File: config.mk
export PLATFORM = sky130hd
export DESIGN_NAME = hazard_ctrl
export DESIGN_NICKNAME = d
export VERILOG_FILES = /design/src/rtl/hazard_ctrl.sv
export SDC_FILE = /design/constraint.sdc
export NUM_CORES = 1
export LEC_CHECK = 0
export ABC_AREA = 1
export CAP_MARGIN = 10
export CORE_MARGIN = 8
export CORE_UTILIZATION = 50
export DETAILED_ROUTE_END_ITERATION = 16
export PLACE_DENSITY = 0.85
export SYNTH_ARGS = -nofsm -noshare
export SYNTH_HDL_FRONTEND = slang
export SYNTH_SLANG_ARGS = --single-unit
File: constraint.sdc
create_clock -name clk -period 4.9 [get_ports clk]
set_input_delay 0.735 -clock clk [delete_from_list [all_inputs] [get_ports clk]]
set_output_delay 0.735 -clock clk [all_outputs]
set_load 0.02 [all_outputs]
File: src/rtl/hazard_ctrl.sv
// Pipeline hazard controller: load-use bubbles, redirect flushes, data-memory wait
// stalls, plus a stall performance counter and a sticky memory-timeout flag.
module hazard_ctrl #(
  parameter int unsigned MEM_TIMEOUT = 255,
  parameter int unsigned CNT_W       = 16
) (
  input  logic             clk,
  input  logic             rst,
  input  logic [4:0]       ID_rs1_addr,
  input  logic [4:0]       ID_rs2_addr,
  input  logic             ID_use_rs1,
  input  logic             ID_use_rs2,
  input  logic [4:0]       EX_reg_addr,
  input  logic             EX_mem_read,
  input  logic             EX_reg_wen,
  input  logic             EX_redirect,
  input  logic             mem_busy,
  output logic             pc_stall,
  output logic             IF_ID_stall,
  output logic             IF_ID_flush,
  output logic             ID_EX_hold,
  output logic             ID_EX_flush,
  output logic             EX_MEM_stall,
  output logic [1:0]       state,
  output logic [CNT_W-1:0] stall_cnt,
  output logic             mem_timeout_err,
  output logic [7:0]       busy_cnt
);

  localparam int unsigned BusyW = 8;

  typedef enum logic [1:0] {
    RUN      = 2'd0,
    LU_STALL = 2'd1,
    MEM_WAIT = 2'd2,
    REDIR    = 2'd3
  } state_e;

  state_e             state_q, state_d;
  logic [CNT_W-1:0]   stall_cnt_q, stall_cnt_d;
  logic [BusyW-1:0]   busy_cnt_q, busy_cnt_d;
  logic               timeout_q, timeout_d;
  logic               lu_match;
  logic               load_use;

  // A load to x0 never creates a dependency.
  assign lu_match = EX_mem_read && EX_reg_wen && (EX_reg_addr != 5'd0) &&
                    ((ID_use_rs1 && (ID_rs1_addr == EX_reg_addr)) ||
                     (ID_use_rs2 && (ID_rs2_addr == EX_reg_addr)));

  // The cycle after a bubble the same load is still seen; suppress it once.
  assign load_use = lu_match && (state_q != LU_STALL);

  always_ff @(posedge clk) begin
    if (rst) begin
      state_q     <= RUN;
      stall_cnt_q <= '0;
      busy_cnt_q  <= '0;
      timeout_q   <= 1'b0;
    end else begin
      state_q     <= state_d;
      stall_cnt_q <= stall_cnt_d;
      busy_cnt_q  <= busy_cnt_d;
      timeout_q   <= timeout_d;
    end
  end

  // Priority: mem_busy > EX_redirect > load_use; everything low during reset.
  always_comb begin
    pc_stall     = 1'b0;
    IF_ID_stall  = 1'b0;
    IF_ID_flush  = 1'b0;
    ID_EX_hold   = 1'b0;
    ID_EX_flush  = 1'b0;
    EX_MEM_stall = 1'b0;
    state_d      = RUN;
    if (!rst) begin
      if (mem_busy) begin
        pc_stall     = 1'b1;
        IF_ID_stall  = 1'b1;
        ID_EX_hold   = 1'b1;
        EX_MEM_stall = 1'b1;
        state_d      = MEM_WAIT;
      end else if (EX_redirect) begin
        IF_ID_flush  = 1'b1;
        ID_EX_flush  = 1'b1;
        state_d      = REDIR;
      end else if (load_use) begin
        pc_stall     = 1'b1;
        IF_ID_stall  = 1'b1;
        ID_EX_flush  = 1'b1;
        state_d      = LU_STALL;
      end
    end
  end

  // Saturating counters and the sticky timeout flag.
  always_comb begin
    stall_cnt_d = stall_cnt_q;
    busy_cnt_d  = '0;
    timeout_d   = timeout_q;
    if (pc_stall && (stall_cnt_q != {CNT_W{1'b1}})) begin
      stall_cnt_d = stall_cnt_q + CNT_W'(1);
    end
    if (mem_busy) begin
      busy_cnt_d = (busy_cnt_q == {BusyW{1'b1}}) ? busy_cnt_q : busy_cnt_q + BusyW'(1);
      if (32'(busy_cnt_d) >= MEM_TIMEOUT) begin
        timeout_d = 1'b1;
      end
    end
  end

  assign state           = state_q;
  assign stall_cnt       = stall_cnt_q;
  assign busy_cnt        = busy_cnt_q;
  assign mem_timeout_err = timeout_q;

endmodule

Yosys cells after proc, flatten, opt, wreduce, memory -nomap -nowiden
Cells that the tools add are included.
{"block": "totals", "regBits": 27, "input_bits": 23, "output_inout_bits": 33, "word_cells": 42}
{"block": "classes", "add_sub_neg": 2, "n_lt_le_gt_ge": 1, "n_eq_ne": 5, "n_mux": 16, "bitwise": 1, "reduce_logical": 12}
{"operator": "16-bit by 1-bit adder with 16-bit output (second input constant)", "count": 1}
{"operator": "16-bit != test (second input constant)", "count": 1}
{"operator": "1-bit two-way mux", "count": 13}
{"operator": "5-bit == test", "count": 2}
{"operator": "8-bit by 1-bit adder with 8-bit output (second input constant)", "count": 1}
{"operator": "8-bit == test (second input constant)", "count": 1}
{"operator": "8-bit >= comparator (second input constant)", "count": 1}
{"operator": "8-bit two-way mux", "count": 1}
{"operator": "1-bit logical AND", "count": 7}
{"operator": "5-bit nonzero test", "count": 1}
{"operator": "2-bit two-way mux", "count": 2}
{"operator": "2-bit OR reduction", "count": 2}
{"operator": "2-bit by 1-bit != test with 1-bit output (second input constant)", "count": 1}
{"operator": "2-bit AND reduction", "count": 1}
{"operator": "1-bit logical OR", "count": 1}
{"operator": "1-bit NOT", "count": 1}

Longest topological paths before layout
Gate-level depths: netlist of run 1.
{"block": "depth", "ltp_word": 10, "ltp_mapped": 12}

Worst setup path before layout of run 1
Ideal clock, no wire load.
{"block": "synth_path", "path_type": "in2out", "start": "input mem_busy", "end": "output pc_stall", "arrival_time_ns": 1.821, "t_required_ns": 4.165, "slack_ns": 2.344, "path_stages": 6, "path_cell_list": "inv_2 -> nor2_1 -> inv_2 -> nand2_1 -> buf_2 -> buf_4"}
{"block": "synth_between", "elab_chain_len": 2}
{"element": "from (decl)", "line_no": "17", "text": "input logic mem_busy,"}
{"element": "1-bit two-way mux (2 in series)"}
{"element": "to (decl)", "line_no": "18", "text": "output logic pc_stall,"}
No other way between the ends.

Final worst setup path of run 1
{"block": "layout_path", "start": "input EX_reg_addr[4]", "end": "output pc_stall"}
{"block": "layout_between", "elab_chain_len": 9}
{"element": "from (decl)", "line_no": "13", "text": "input logic [4:0] EX_reg_addr,"}
{"element": "5-bit == test, on equally long branches", "line_no": "48, 49"}
{"element": "1-bit logical AND, on equally long branches", "line_no": "48, 49"}
{"element": "1-bit logical OR", "line_no": "48", "text": "((ID_use_rs1 && (ID_rs1_addr == EX_reg_addr)) ||"}
{"element": "1-bit logical AND *", "line_no": "47", "text": "assign lu_match = EX_mem_read && EX_reg_wen && (EX_reg_addr != 5'd0) &&"}
{"element": "1-bit logical AND *", "line_no": "52", "text": "assign load_use = lu_match && (state_q != LU_STALL);"}
{"element": "1-bit two-way mux *", "line_no": "88", "text": "end else if (load_use) begin"}
{"element": "1-bit two-way mux *", "line_no": "84", "text": "end else if (EX_redirect) begin"}
{"element": "1-bit two-way mux *", "line_no": "78", "text": "if (mem_busy) begin"}
{"element": "1-bit two-way mux *", "line_no": "77", "text": "if (!rst) begin"}
Every way passes the cells marked *; elsewhere a longest branch is shown, timed or not.

==> results_dict.tcl, run 1 <==
set metrics [dict create \
    drc 0 \
    total_power_w 0.0003975 \
    synthToLayoutAreaGrowth_pct 33.85 \
    slew_viol_final 0 \
    vias 1827 \
    dieArea_um2 5711 \
    cts_setup_buffers 0 \
    grt_usage_pct 15.65 \
    synth_edf_count 0 \
    root_buffer "clkbuf_4" \
    holdBufCountCts 0 \
    routabilityCongestion 0.8864 \
    finalInstanceArea_um2 2375 \
    p_seq_share_pct 56.6 \
    outcome "complete, no violations" \
    crit_type "input pin to output port" \
    cts_max_path_buffers 2 \
    powerDensity_nw_per_um2 167.4 \
    synth.top_cell.area_share_pct 30.47 \
    htree_num_levels 1 \
    grt_max_degree 23 \
    start_util_pct 52.75 \
    dp_cells 372 \
    synth_nets 303 \
    max-slew-margin-rel_pct 76.33 \
    intPower_w 0.0002879 \
    cts_resized 0 \
    setup-violations-final 0 \
    drt_first_pass_iters 4 \
    die_h_um 75.57 \
    hp-class "flop to flop" \
    yosysUniqueCellTypes 28 \
    rows 21 \
    yosysSeqAreaShare_pct 30.47 \
    synthTopCellsByArea "dfxtp_1 (30%), nand2_1 (18%), nand3_1 (8.5%), nor2_1 (6.8%), inv_1 (6.6%)" \
    grt_setup_unrepaired "no" \
    power_frac_comb_pct 17.8 \
    tightest_slew_ps 353.7 \
    drive_above_1_share_pct 8.788 \
    fin_cells 376 \
    fin_tns_setup_ps 0 \
    diodes 0 \
    ioPinCount 56 \
    wl_per_cell_um 11.84 \
    period_minus_slack_ps 3501 \
    ys.flop_type "dfxtp_1" \
    async_flop_share_pct 0 \
    max_freq_ghz 0.2857 \
    sw_frac_of_total_pct 27.57 \
    grt_overflow_total 0 \
    drt_wl_total_um 4453 \
    placed_area_um2 2345 \
    critPathLaunchType "input pin" \
    hpwl_um 3491 \
    antenna_found_initial 0 \
    clk_latency_ps 330 \
    cts_num_sinks 27 \
    finalClockSkew_ps 2.629 \
    core-area_um2 3363 \
    fin_crit_sh_pct 71.44 \
    crit_path_end_kind "output port" \
    post_drt_via_cell_ratio 4.859 \
    syn_area_um2 1774 \
    finalHoldViolCount 0 \
    critPathRequiredTime_ps 4160 \
    yosys.area.top_type "dfxtp_1" \
    clkSlewWorstSetupHoldPaths_ps 150 \
    critical_path.max_fanout 22 \
    drv_cap 0 \
    grt_pass1_wl_um 6948 \
    ant_nets 0 \
    die_x_um 75.57 \
    fin_nets 356 \
    power_switching_w 0.0001096 \
    synth_cells 278 \
    syn_area_per_cell_um2 6.382 \
    ir_worst_vdd_uv 204.6 \
    synth-seq-cells 27 \
    tritoncts "done" \
    io_buffers 55 \
    synth_warnings 0 \
    power_leakage_nw 1.005 \
    cp.arrival_ps 2770 \
    cts_made_buffers 3 \
    grt_pass1_vias 1648 \
    drt_iter0_drc 76 \
    clkPwrFrac_pct 25.6 \
]
## kinds of logic after synthesis
family / share of synthesized area, %
xor+xnor: 6.911
simple gates: 40.20
buf+inv: 10.58
compound gates: 10.44
fa+ha+maj: 1.410
flops: 30.47
## flip-flops by register name (all words and copies together), names as in the netlist
| register | count |
|---|---|
| stall_cnt | 16 |
| busy_cnt | 8 |
| state | 2 |
| mem_timeout_err | 1 |
## power by group through the flow
| stage | registers [W] | clock network (W) | logic [W] |
|---|---|---|---|
| 2_1_floorplan | 0.000232 | 0 | 0.0000328 |
| 3_3_place_gp | 0.000229 | 0 | 0.0000690 |
| 3_5_place_dp | 0.000230 | 0 | 0.0000706 |
| 4_1_cts | 0.000225 | 0.000104 | 0.0000712 |
| 5_1_grt | 0.000225 | 0.000111 | 0.0000772 |
| 6_report | 0.000225 | 0.000102 | 0.0000709 |
## critical path, cell delays in order
cell             delay (ps)
clkdlybuf4s50_1         540
inv_2                    50
nand2_1                  50
nand2_1                  50
nor2_1                  130
nand3_1                  90
nand2_1                  90
nand3_1                  70
nand2_1                  60
buf_4                   240
clkdlybuf4s50_1         660
## layout make-up
class | count | area, µm²
Timing Repair Buffer | 57 | 565.5
Tap cell | 46 | 57.56
Clock buffer | 3 | 22.52
Inverter | 36 | 135.1
Sequential cell | 27 | 540.5
Multi-Input combinational cell | 206 | 1046
Clock inverter | 1 | 7.507
Fill cell | 317 | 988.4
## stage by stage
step	setup slack [ps]	hold slack (ps)	util, %
after CTS	1422	477.9	70.61
after global placement	1453	445.9	69.72
after floorplan	2344	526.4	-
after detailed placement	1429	457.1	69.72
final	1399	480.8	70.61
after global routing	1287	499.9	70.61
## routing by layer
metal,wire length (µm),track usage (%)
met4,63,5.330
met2,2134,26.94
met3,251,3.947
met1,2003,18.34
met5,0,0
## final timing paths
check | slack [ps] | end | cells past startpoint | from
worst min register to register | 480 | mem_timeout_err | 2 | mem_timeout_err
worst max register to register | 2830 | stall_cnt[14] | 7 | stall_cnt[0]
worst max-delay path | 1400 | pc_stall | 11 | EX_reg_addr[4]
worst min-delay path | 480 | mem_timeout_err | 2 | mem_timeout_err
## cell usage in the layout (no fill, tap or decap), types with 3 or more instances in the layout
cell and n:
nor3_1 3, xor2_1 9, inv_1 31, nand3_1 30
o21ai_0 3, xnor2_1 5, clkdlybuf4s50_1 55, a21oi_1 15
clkbuf_4 3, inv_2 5, a21oi_2 10, nor2_1 32
nand4_1 3, dfxtp_1 27, nand2_1 83
## cell usage after synthesis, types with 5 or more instances
| master | count |
|---|---|
| xor2_1 | 9 |
| nand3_1 | 30 |
| nand2_1 | 83 |
| inv_1 | 31 |
| inv_2 | 5 |
| a21oi_2 | 10 |
| a21oi_1 | 15 |
| nor2_1 | 32 |
| dfxtp_1 | 27 |
| xnor2_1 | 5 |
(Power assumes the default switching activity.)
==> run 2: changes to the inputs <==
CORE_UTILIZATION = 42   (was 50)
PLACE_DENSITY = 0.76   (was 0.85)
clock period = 3.02 ns   (was 4.9 ns; I/O delays follow)
==> run 2 against run 1 <==
  * Count of clock-buffer cells in the layout is 1 higher
  * Die area rose by 15%
  * Clock skew up 3.1 ps
  * Worst hold slack lost 24 ps
  * Sequential share of layout area is 0.33 points lower
  * Critical path type unchanged
  * Sequential power increased by 62%
  * Critical endpoint is now IF_ID_stall
  * Via count is 1.5% higher
  * Global-route usage is 2.4 points lower
  * Combinational power is 64% higher
  * Sequential cell count unchanged
==> results_dict.tcl, run 2 (synthesized netlist as in run 1, its figures left out) <==
set metrics [dict create \
    outcome "complete, no violations" \
    total_power_w 0.0006921 \
    cts_max_path_buffers 2 \
    fin_nets 358 \
    cp.arrival_ps 2370 \
    clkPwrFrac_pct 30.6 \
    multi_input_area_um2 1046 \
    tightest_slew_ps 389.8 \
    dieArea_um2 6560 \
    die_x_um 81.00 \
    layout.cells.most_common_list "nand2_1 (83), clkdlybuf4s50_1 (55), nor2_1 (32)" \
    grt_overflow_total 0 \
    critPathLaunchType "input pin" \
    holdBufCountCts 0 \
    rows 23 \
    period_minus_slack_ps 2821 \
    final_common_cell "nand2_1" \
    grt_max_degree 20 \
    routabilityCongestion 0.8488 \
    finalClockSkew_ps 5.725 \
    die_h_um 81.00 \
    grt_pass1_vias 1662 \
    largest_register_ffs 16 \
    fin_crit_sh_pct 93.43 \
    seq_area_um2 540.5 \
    tritoncts "done" \
    rr_worst_depth 7 \
    htree_num_levels 1 \
    cts_setup_buffers 0 \
    max-slew-margin-rel_pct 73.92 \
    critPathRequiredTime_ps 2570 \
    power_leakage_nw 1.024 \
    drt_wl_total_um 4452 \
    post_drt_via_cell_ratio 4.853 \
    drt_iter0_drc 84 \
    hp-class "flop to flop" \
    r2r_start "stall_cnt[0]" \
    io_buffers 55 \
    root_buffer "clkbuf_8" \
    vias 1854 \
    r2r_end "stall_cnt[10]" \
    hp-start "mem_timeout_err" \
    core-area_um2 4029 \
    powerDensity_nw_per_um2 287.2 \
    ant_nets 0 \
    drc 0 \
    intPower_w 0.0005120 \
    crit_path_end_kind "output port" \
    power_switching_w 0.0001801 \
    hpwl_um 3500 \
    ir_worst_vdd_uv 270.6 \
    start_util_pct 44.04 \
    p_seq_share_pct 52.6 \
    crit_type "input pin to output port" \
    fillers 399 \
    drive_above_1_share_pct 9.036 \
    grt_pass1_wl_um 7141 \
    power_frac_comb_pct 16.8 \
    cts_made_buffers 3 \
    ioPinCount 56 \
    grt_setup_unrepaired "no" \
    clk_latency_ps 270 \
    synthToLayoutAreaGrowth_pct 35.83 \
    hold_end "mem_timeout_err" \
    antenna_found_initial 0 \
    cts_resized 0 \
    max_freq_ghz 0.3544 \
    drv_cap 0 \
    utilization_pct 59.81 \
    grt_usage_pct 13.20 \
    finalHoldViolCount 0 \
    sw_frac_of_total_pct 26.03 \
    wl_per_cell_um 11.65 \
    drt_first_pass_iters 4 \
    critical_path.max_fanout 5 \
    setup-violations-final 0 \
    regToRegSetupSlack_ps 980 \
    diodes 0 \
    slew_viol_final 0 \
    cts_num_sinks 27 \
    hold_path_depth 2 \
    clkSlewWorstSetupHoldPaths_ps 90 \
    fin_tns_setup_ps 0 \
]
==> run 2: routing by layer <==
metal | share of wire (%) | GRT usage, % | vias up
li1 | - | - | 981
met1 | 47 | 15.81 | 838
met2 | 48 | 23.74 | 33
met3 | 4.8 | 3.311 | 2
met4 | 0.29 | 1.607 | 0
met5 | 0 | 0 | -
==> run 2: final cells by class <==
| class | count | area share, % |
|---|---|---|
| inverter | 36 | 5.607 |
| timing repair buffer | 59 | 24.09 |
| multi-input combinational | 206 | 43.41 |
| sequential | 27 | 22.43 |
| clock buffer | 4 | 1.869 |
| tap | 50 | 2.596 |
==> run 2: power groups by stage <==
stage | clock network (W) | logic (W) | registers (W)
after floorplan | 0 | 0.0000531 | 0.000377
after global placement | 0 | 0.000116 | 0.000372
after detailed placement | 0 | 0.000117 | 0.000372
after CTS | 0.000222 | 0.000117 | 0.000364
after global routing | 0.000233 | 0.000128 | 0.000365
final | 0.000212 | 0.000116 | 0.000364
==> run 2: per-stage QoR <==
| stage | cells | setup WS [ps] | area (µm²) | hold WS (ps) |
|---|---|---|---|---|
| final | 382 | 198.5 | 2410 | 456.7 |
| after floorplan | 278 | 1028 | 1774 | 526.4 |
| after CTS | 382 | 165.3 | 2410 | 461.8 |
| after global routing | 382 | 72.63 | 2410 | 510.4 |
| after detailed placement | 378 | 172.6 | 2365 | 447.0 |
| after global placement | 378 | 189.2 | 2365 | 443.0 |
==> run 2: worst max path at each step <==
stage / start / endpoint / slack (ps)
final: EX_reg_addr[4] / IF_ID_stall / 200
after global placement: EX_reg_addr[4] / pc_stall / 190
after floorplan: mem_busy / pc_stall / 1030
after CTS: EX_reg_addr[4] / IF_ID_stall / 170
after detailed placement: EX_reg_addr[4] / pc_stall / 170
after global routing: EX_reg_addr[4] / pc_stall / 70
==> run 2: worst max-delay path: stages <==
cell and delay (ps):
clkdlybuf4s50_1 550, inv_2 50, nand2_1 60, nand2_1 50, nor2_1 120, nand3_1 80
nand2_1 80, nand3_1 80, nand2_1 200, clkdlybuf4s50_1 650
==> run 3: changes to the inputs <==
ABC_AREA = 0   (was 1)
CAP_MARGIN = default   (was 10)
CORE_UTILIZATION = 40   (was 42)
SLEW_MARGIN = 15   (was default)
==> run 3 against run 2 <==
  * Sequential power hardly changed
  * First-iteration DRC count is 23% lower
  * Global-route usage is 0.38 points lower
  * Critical path type unchanged
  * Critical path depth is 3 lower
  * Final cell count is 26% lower
  * Clock power is 4% lower
  * Core utilization is 1.0 points lower
  * Count of clock-buffer cells in the layout stayed put
  * Combinational power is 10% lower
==> results_dict.tcl, run 3 <==
set metrics [dict create \
    cts_setup_buffers 0 \
    critPathRequiredTime_ps 2570 \
    grt_overflow_total 0 \
    drv_cap 0 \
    period_minus_slack_ps 2797 \
    critical_path.max_fanout 3 \
    syn_area_per_cell_um2 8.535 \
    cts_max_path_buffers 2 \
    multi_input_area_um2 908.4 \
    cts_made_buffers 3 \
    synth_common_cells "dfxtp_1 (27), nand2_1 (17), a21oi_1 (14), xnor2_1 (11), nor2_1 (9)" \
    core-area_um2 3661 \
    largest_register_ffs 16 \
    outcome "complete, no violations" \
    grt_usage_pct 12.82 \
    io_buffers 55 \
    drc 0 \
    synth-seq-cells 27 \
    synth.top_cell.area_share_pct 35.38 \
    tightest_slew_ps 392.1 \
    yosysUniqueCellTypes 49 \
    dieArea_um2 6053 \
    finalInstanceArea_um2 2153 \
    dp_cells 277 \
    crit_type "input pin to output port" \
    drt_wl_total_um 4030 \
    power_leakage_nw 0.7554 \
    root_buffer "clkbuf_8" \
    critPathLaunchType "input pin" \
    max_freq_ghz 0.3575 \
    total_power_w 0.0006714 \
    rows 22 \
    crit_end "IF_ID_stall" \
    ant_nets 0 \
    finalHoldViolCount 0 \
    crit_path_end_kind "output port" \
    r2r_end "stall_cnt[14]" \
    yosysSeqAreaShare_pct 35.38 \
    routabilityCongestion 0.8518 \
    ioPinCount 56 \
    synth_nets 204 \
    yosys.area.top_type "dfxtp_1" \
    ys.flop_type "dfxtp_1" \
    synth_cells 179 \
    start_util_pct 41.73 \
    holdBufCountCts 0 \
    hpwl_um 2993 \
    drive_above_1_share_pct 6.867 \
    powerDensity_nw_per_um2 311.8 \
    synth_warnings 0 \
    cts_resized 2 \
    rr_worst_depth 5 \
    hp-class "flop to flop" \
    fin_nets 259 \
    drt_iter0_drc 65 \
    ir_worst_vdd_uv 208.3 \
    cts_num_sinks 27 \
    diodes 0 \
    clkSlewWorstSetupHoldPaths_ps 90 \
    htree_num_levels 1 \
    grt_pass1_vias 1403 \
    antenna_found_initial 0 \
    post_drt_via_cell_ratio 5.520 \
    grt_pass1_wl_um 6637 \
    finalClockSkew_ps 4.365 \
    crit_start "EX_reg_addr[1]" \
    synthTopCellsByArea "dfxtp_1 (35%), xnor2_1 (6.3%), a21oi_1 (4.6%), nand2_1 (4.2%), o31ai_1 (3.4%)" \
    grt_max_degree 31 \
    clk_latency_ps 270 \
    drt_first_pass_iters 4 \
    synth_most_common_cell "dfxtp_1" \
    syn_area_um2 1528 \
    regToRegSetupSlack_ps 1040 \
    vias 1551 \
    die_h_um 77.80 \
    wl_per_cell_um 14.34 \
    tritoncts "done" \
    synth_edf_count 0 \
    r2r_start "stall_cnt[0]" \
    synthToLayoutAreaGrowth_pct 40.95 \
    final_common_cell "clkdlybuf4s50_1" \
    setup-violations-final 0 \
    fillers 352 \
    seq_area_um2 540.5 \
    async_flop_share_pct 0 \
    fin_crit_sh_pct 92.61 \
    slew_viol_final 0 \
    layout.cells.most_common_list "clkdlybuf4s50_1 (52), dfxtp_1 (27), nand2_1 (17)" \
    max-slew-margin-rel_pct 73.75 \
    cp.arrival_ps 2340 \
    placed_area_um2 2108 \
    grt_setup_unrepaired "no" \
    die_x_um 77.80 \
    fin_cells 281 \
    fin_tns_setup_ps 0 \
    whs_ps 477.4 \
]
## run 3: cell count changes after synthesis, sizes merged, moves of 6 or more
| cell | previous run | this run |
|---|---|---|
| or4 | 0 | 7 |
| nand3 | 30 | 3 |
| xnor2 | 5 | 11 |
| and3 | 0 | 8 |
| a21oi | 25 | 15 |
| xor2 | 9 | 2 |
| inv | 36 | 5 |
| o31ai | 0 | 7 |
| nand2 | 85 | 18 |
| nor2 | 34 | 9 |
## run 3: critical path, cell delays in order
cell and delay, ps:
clkdlybuf4s50_1 470, or4_1 570, o2111ai_2 200, nor3_1 80, a21oi_2 190, inv_2 60
dlygate4sd2_1 320
## run 3: final cells by class
| type | count | share of cell area (%) |
|---|---|---|
| Sequential cell | 27 | 25.10 |
| Clock buffer | 4 | 2.092 |
| Multi-Input combinational cell | 138 | 42.18 |
| Tap cell | 48 | 2.789 |
| Timing Repair Buffer | 59 | 26.96 |
| Inverter | 5 | 0.8716 |
## run 3: layer usage
metal	vias to the layer above	routed length, µm	global-route usage [%]
met5	-	0	0
li1	788	-	-
met1	718	1962	16.98
met4	0	12	2.830
met2	43	1815	20.22
met3	2	240	3.341
## run 3: worst min path at each step
stage | startpoint | end | slack [ps] | depth (start not counted)
after floorplan | mem_busy | state[0] | 530 | 1
after global placement | mem_timeout_err | mem_timeout_err | 470 | 1
after detailed placement | mem_timeout_err | mem_timeout_err | 470 | 1
after CTS | mem_timeout_err | mem_timeout_err | 490 | 1
after global routing | mem_timeout_err | mem_timeout_err | 520 | 1
final | mem_timeout_err | mem_timeout_err | 480 | 1
## run 3: kinds of logic after synthesis
group,Yosys count,synth area share [%]
AO/OA/AOI/OAI,49,21.54
XOR/XNOR,13,7.453
adder cells (fa/ha/maj),2,1.638
buffers and inverters,14,5.159
flip-flops,27,35.38
multiplexers,2,1.638
AND/OR/NAND/NOR,72,27.19
## run 3: stage by stage
stage / setup slack, ps / utilization [%]
global placement: -1.974 / 57.59
global route: 112.3 / 58.82
CTS: 37.80 / 58.75
finish: 223.1 / 58.82
floorplan: 661.0 / -
detailed placement: -5.874 / 57.59
## run 3: report_power, final
group	switching, W	internal [W]	total [W]
Combinational	0.0000475	0.0000562	0.000104
Clock	0.000109	0.0000944	0.000203
Sequential	0.00000452	0.000360	0.000364
